<file path="src/rtl/alu_control_pkg.sv">
// alu_control_pkg
//   Shared definitions for the ALU control path: the 4-bit ALU operation
//   encoding driven on ALUCtrl, the 2-bit ALUOp instruction classes from the
//   main control unit, and the immediate-class opcodes understood by the
//   decoder. The ALU itself imports this package so both sides agree on codes.
package alu_control_pkg;

    // ALU operation codes. 1011-1110 are reserved and never driven.
    typedef enum logic [3:0] {
        ALU_ADD   = 4'b0000,
        ALU_SUB   = 4'b0001,
        ALU_AND   = 4'b0010,
        ALU_OR    = 4'b0011,
        ALU_XOR   = 4'b0100,
        ALU_NOR   = 4'b0101,
        ALU_SLT   = 4'b0110,
        ALU_SLL   = 4'b0111,
        ALU_SRL   = 4'b1000,
        ALU_SRA   = 4'b1001,
        ALU_PASSB = 4'b1010,
        ALU_NOP   = 4'b1111
    } alu_ctrl_e;

    // Instruction classes presented on ALUOp.
    localparam logic [1:0] ALUOP_MEM    = 2'b00;
    localparam logic [1:0] ALUOP_BRANCH = 2'b01;
    localparam logic [1:0] ALUOP_RTYPE  = 2'b10;
    localparam logic [1:0] ALUOP_IMM    = 2'b11;

    // Opcodes decoded when ALUOp selects the immediate/shift class.
    localparam logic [3:0] OPC_ADD   = 4'b0000;
    localparam logic [3:0] OPC_SUB   = 4'b0001;
    localparam logic [3:0] OPC_SHIFT = 4'b0010;
    localparam logic [3:0] OPC_AND   = 4'b0011;
    localparam logic [3:0] OPC_OR    = 4'b0100;
    localparam logic [3:0] OPC_XOR   = 4'b0101;
    localparam logic [3:0] OPC_SLT   = 4'b0110;
    localparam logic [3:0] OPC_PASSB = 4'b0111;

endpackage

</file>
<file path="src/rtl/alu_ctrl_decode.sv">
// alu_ctrl_decode
//   Purely combinational decode of the ALU operation from the instruction
//   class, function field and opcode.
//   Ports:
//     ALUOp        in  2  instruction class
//     Funct        in  2  R-type function / shift-type selector
//     opcode       in  4  instruction opcode
//     ctrl_next    out 4  decoded ALU operation
//     illegal_next out 1  combination has no defined operation
module alu_ctrl_decode
    import alu_control_pkg::*;
(
    input  logic [1:0] ALUOp,
    input  logic [1:0] Funct,
    input  logic [3:0] opcode,
    output logic [3:0] ctrl_next,
    output logic       illegal_next
);

    always_comb begin
        ctrl_next    = ALU_NOP;
        illegal_next = 1'b0;
        case (ALUOp)
            ALUOP_MEM:    ctrl_next = ALU_ADD;
            ALUOP_BRANCH: ctrl_next = ALU_SUB;
            ALUOP_RTYPE: begin
                case (Funct)
                    2'b00:   ctrl_next = ALU_ADD;
                    2'b01:   ctrl_next = ALU_SUB;
                    2'b10:   ctrl_next = ALU_AND;
                    default: ctrl_next = ALU_OR;
                endcase
            end
            default: begin
                case (opcode)
                    OPC_ADD:   ctrl_next = ALU_ADD;
                    OPC_SUB:   ctrl_next = ALU_SUB;
                    OPC_AND:   ctrl_next = ALU_AND;
                    OPC_OR:    ctrl_next = ALU_OR;
                    OPC_XOR:   ctrl_next = ALU_XOR;
                    OPC_SLT:   ctrl_next = ALU_SLT;
                    OPC_PASSB: ctrl_next = ALU_PASSB;
                    OPC_SHIFT: begin
                        // Shift instructions reuse Funct as the shift type;
                        // Funct=11 has no fourth shift and is rejected.
                        case (Funct)
                            2'b00:   ctrl_next = ALU_SLL;
                            2'b01:   ctrl_next = ALU_SRL;
                            2'b10:   ctrl_next = ALU_SRA;
                            default: illegal_next = 1'b1;
                        endcase
                    end
                    default: illegal_next = 1'b1;
                endcase
            end
        endcase
    end

endmodule

</file>
<file path="src/rtl/alu_control.sv">
// alu_control
//   Registered ALU control unit: decodes ALUOp/Funct/opcode with one cycle
//   of latency. Outputs hold their last accepted value while valid_in is low.
//   Ports:
//     clk       in  1  rising-edge clock
//     rst       in  1  synchronous active-high reset
//     ALUOp     in  2  instruction class
//     Funct     in  2  R-type function / shift-type selector
//     opcode    in  4  instruction opcode
//     valid_in  in  1  inputs valid this cycle
//     ALUCtrl   out 4  registered ALU operation
//     valid_out out 1  ALUCtrl reflects a valid_in accepted on the last edge
//     illegal   out 1  registered illegal-combination flag
module alu_control
    import alu_control_pkg::*;
(
    input  logic       clk,
    input  logic       rst,
    input  logic [1:0] ALUOp,
    input  logic [1:0] Funct,
    input  logic [3:0] opcode,
    input  logic       valid_in,
    output logic [3:0] ALUCtrl,
    output logic       valid_out,
    output logic       illegal
);

    logic [3:0] ctrl_next;
    logic       illegal_next;
    logic [3:0] ctrl_reg;
    logic       illegal_reg;
    logic       valid_reg;

    alu_ctrl_decode u_decode (
        .ALUOp        (ALUOp),
        .Funct        (Funct),
        .opcode       (opcode),
        .ctrl_next    (ctrl_next),
        .illegal_next (illegal_next)
    );

    always_ff @(posedge clk) begin
        if (rst) begin
            ctrl_reg    <= ALU_NOP;
            illegal_reg <= 1'b0;
            valid_reg   <= 1'b0;
        end else begin
            valid_reg <= valid_in;
            if (valid_in) begin
                ctrl_reg    <= ctrl_next;
                illegal_reg <= illegal_next;
            end
        end
    end

    assign ALUCtrl   = ctrl_reg;
    assign illegal   = illegal_reg;
    assign valid_out = valid_reg;

endmodule

</file>
<file path="config.mk">
export PLATFORM = sky130hd
export DESIGN_NAME = alu_control
export DESIGN_NICKNAME = d
export VERILOG_FILES = /design/src/rtl/alu_control_pkg.sv /design/src/rtl/alu_ctrl_decode.sv /design/src/rtl/alu_control.sv
export SDC_FILE = /design/constraint.sdc
export NUM_CORES = 1
export LEC_CHECK = 0
export ABC_CLOCK_PERIOD_IN_PS = 1340
export CAP_MARGIN = 15
export CELL_PAD_IN_SITES_DETAIL_PLACEMENT = 1
export CELL_PAD_IN_SITES_GLOBAL_PLACEMENT = 1
export CORE_MARGIN = 2
export CORE_UTILIZATION = 29
export CTS_BUF_LIST = sky130_fd_sc_hd__clkbuf_4
export DETAILED_ROUTE_END_ITERATION = 16
export GPL_TIMING_DRIVEN = 1
export PLACE_DENSITY = 0.84
export SLEW_MARGIN = 20
export SYNTH_ARGS = -nofsm -noshare
export SYNTH_HDL_FRONTEND = slang
export SYNTH_HIERARCHICAL = 1
export SYNTH_SLANG_ARGS = --single-unit
</file>
<file path="constraint.sdc">
create_clock -name clk -period 1.34 [get_ports clk]
set_clock_uncertainty 0.1 [all_clocks]
set_input_delay 0.268 -clock clk [delete_from_list [all_inputs] [get_ports clk]]
set_output_delay 0.268 -clock clk [all_outputs]
set_load 0.01 [all_outputs]
</file>
==> key figures <==
CTS
  – CTS buffer count: 3
  – H-tree levels: 1
  – Clock transition at path regs: 0.04 ns
  – Longest Clk Path Bufs: 2
  – CTS tree: yes
  – Number of clock sinks: 6
  – Root Driver: clkbuf_4
  – Clk_lat worst skew: 0.25 ns

Finish
  – Final Util: 53.0%
  – Final Instance Count excl. Fillers: 94
  – Final nets: 96
  – Register Area: 120 µm²
  – Multi-input logic area: 353 µm²
  – # fillers: 180
  – Area grow syn2layout: 75.3%
  – Share of layout cells above drive strength 1: 47.4%
  – Max FFs per register: 4
  – Diode count: 0

Yosys
  – Warnings, synthesis: 6
  – Syn nets: 64
  – Primary FF master, synth: dfxtp_1
  – EDFF count, synth: 0
  – Cell Area, Synth: 450 µm²
  – Most frequent cell after synthesis: dfxtp_1
  – Commonest cells in the netlist: 6 x dfxtp_1, 5 x ha_1, 4 x a211o_1, 4 x inv_1, 4 x nor2b_2
  – Gate Count Post-Synth: 48
  – Avg Cell Area, Syn: 9.38 µm²
  – Post-synth cell types: 25
  – Register area share after synthesis: 26.7%
  – Async SR Flop Fraction: 0%
  – Synth area leader: dfxtp_1
  – Synth area leaders: dfxtp_1 27%, ha_1 14%, a211o_1 7.8%, nor2b_2 7.8%, buf_6 5.0%
  – Post-synthesis register bit count: 6
  – Area share of the largest cell type after synthesis: 26.7%

STA
  – Setup_tns: 0 ns
  – Hold Fails Final Rpt: 0
  – Slew Viols, Final: 0
  – Final min period: 1.33 ns
  – # setup viols final: 0
  – Unrepaired setup endpoints after global routing: yes
  – Final period util: 99.1%
  – Worst Tran Pin Value: 0.239 ns
  – Worst slew margin: 84.0%
  – FMAX: 753 MHz

Worst setup path
  – WS Path Type: in2reg
  – Critical path data arrival time: 1.36 ns
  – CP Data Required Time: 1.37 ns
  – CP endpoint kind: flop
  – FF-to-FF path depth: 2
  – Crit path max fanout: 3
  – Crit path launch type: primary input

Min path
  – Min-delay worst type: reg2reg
  – Hold path depth: 2

Pwr
  – Logic pwr share: 34.0%
  – Max VDD drop: 0.245 mV
  – Net Sw Power: 0.155 mW
  – Clock network fraction of total power: 30.6%
  – P_leak: 0.370 nW
  – Flop pwr share: 35.4%
  – Power Density: 699 nW/µm²
  – Switching Share: 28.0%
  – Int Power: 0.397 mW
  – Final Power: 0.552 mW

Placement
  – Placed cells: 88
  – Routability Congestion: 0.770
  – # port buffers: 16
  – Detail Placement HPWL: 917 µm

Global routing
  – Vias in the first global route: 480
  – Largest net degree at the start of global routing: 11
  – Initial antenna violation count: 0
  – Congestion Overflow GR: 0
  – First-pass GRT wire length: 1990 µm
  – Gr usage total: 14.8%

Floorplan
  – Core ar.: 1490 µm²
  – Die H: 43.4 µm
  – Die width: 43.4 µm
  – # IOs: 17
  – Die area: 1880 µm²
  – Floorplan row count: 14
  – Initial Utilization: 30.3%

Route
  – Routed WL: 1260 µm
  – DR iter-0 viols: 4
  – Via count: 485
  – Post-route ant nets: 0
  – Initial DRT Pass Iterations: 4
  – DR WL/cell: 13.4 µm
  – Post-DR vias/cell: 5.16
  – Drt drc: 0

Status
  – Outcome: completed

Run
  – Max cap viols: 0
[repair_timing]
action / in CTS / in global routing
setup buffers: 3 / 0
setup endpoints to repair: 11 / 3
pin swaps: 6 / 6
gates resized for setup: 35 / 11
hold buffers: 0 / 0
[cell families (layout without fill, tap and decap cells)]
logic type               after synthesis  in the layout  share of synthesized area, %
adder cells (fa/ha/maj)                5              5                          13.9
XOR/XNOR                               1              1                          1.94
multiplexers                           1              1                          2.22
AND/OR/NAND/NOR                       15             15                          23.6
buffers and inverters                  6             36                          8.33
AO/OA/AOI/OAI                         14             14                          23.3
flip-flops                             6              6                          26.7
[per-layer routing]
layer | up-vias | track usage (%) | part of all wire, %
met1 | 227 | 16.1 | 42
met5 | - | 0 | 0
met4 | 0 | 12.7 | 3.8
met2 | 19 | 24.5 | 49
met3 | 6 | 2.50 | 4.8
li1 | 233 | - | -
[final timing paths]
check	start	to	slack [ns]
setup reg to reg	ALUCtrl[0]	ALUCtrl[0]	0.46
setup / recovery	Funct[0]	ALUCtrl[0]	0.01
hold / removal	illegal	illegal	0.40
hold reg to reg	illegal	illegal	0.40
[power by group through the flow]
stage	registers (mW)	logic, mW	clock network [mW]
finish	0.195	0.188	0.169
global placement	0.198	0.161	0
CTS	0.195	0.179	0.175
floorplan	0.205	0.0670	0
global route	0.197	0.203	0.188
detailed placement	0.199	0.166	0
[cell usage in the layout (no fill, tap or decap)]
master	count
a211o_1	4
a211oi_2	1
a21oi_1	2
a41oi_2	1
and2_2	1
buf_2	3
buf_4	11
buf_6	2
buf_8	1
clkbuf_4	3
clkdlybuf4s15_2	1
clkdlybuf4s50_1	2
dfxtp_1	6
dlygate4sd2_1	6
dlymetal6s2s_1	3
ha_1	2
ha_2	1
ha_4	2
inv_1	1
inv_2	2
inv_4	1
mux2i_1	1
nand2_2	1
nand2b_1	2
nand4bb_1	1
nor2_1	2
nor2b_1	1
nor2b_2	4
nor3_1	1
nor3b_1	1
o21a_1	1
o21ai_0	1
o21ai_2	1
o221ai_1	1
o31ai_4	1
o32a_1	1
or4b_1	1
xor2_1	1
[metrics by stage]
| step | worst slack [ns] | hold slack, ns | cell area, µm² |
|---|---|---|---|
| after floorplan | -0.0443 | 0.240 | 450 |
| after global placement | -0.645 | 0.371 | 683 |
| after detailed placement | -0.683 | 0.403 | 683 |
| after CTS | -0.000391 | 0.409 | 762 |
| after global routing | -0.0204 | 0.435 | 790 |
| final | 0.0117 | 0.399 | 790 |
[critical path, cell delays in order]
cell     delay [ns]
buf_2          0.12
buf_4          0.14
ha_1           0.20
o21a_1         0.19
o32a_1         0.17
a211o_1        0.26
[cell type report]
| cell class | instances | area share (%) |
|---|---|---|
| inverters | 4 | 2.22 |
| well taps | 16 | 2.54 |
| flip-flops and latches | 6 | 15.2 |
| multi-input cells | 36 | 44.7 |
| clock buffers | 3 | 2.85 |
| repair buffers | 29 | 32.5 |
No activity file was read; power rests on OpenSTA's default activity.
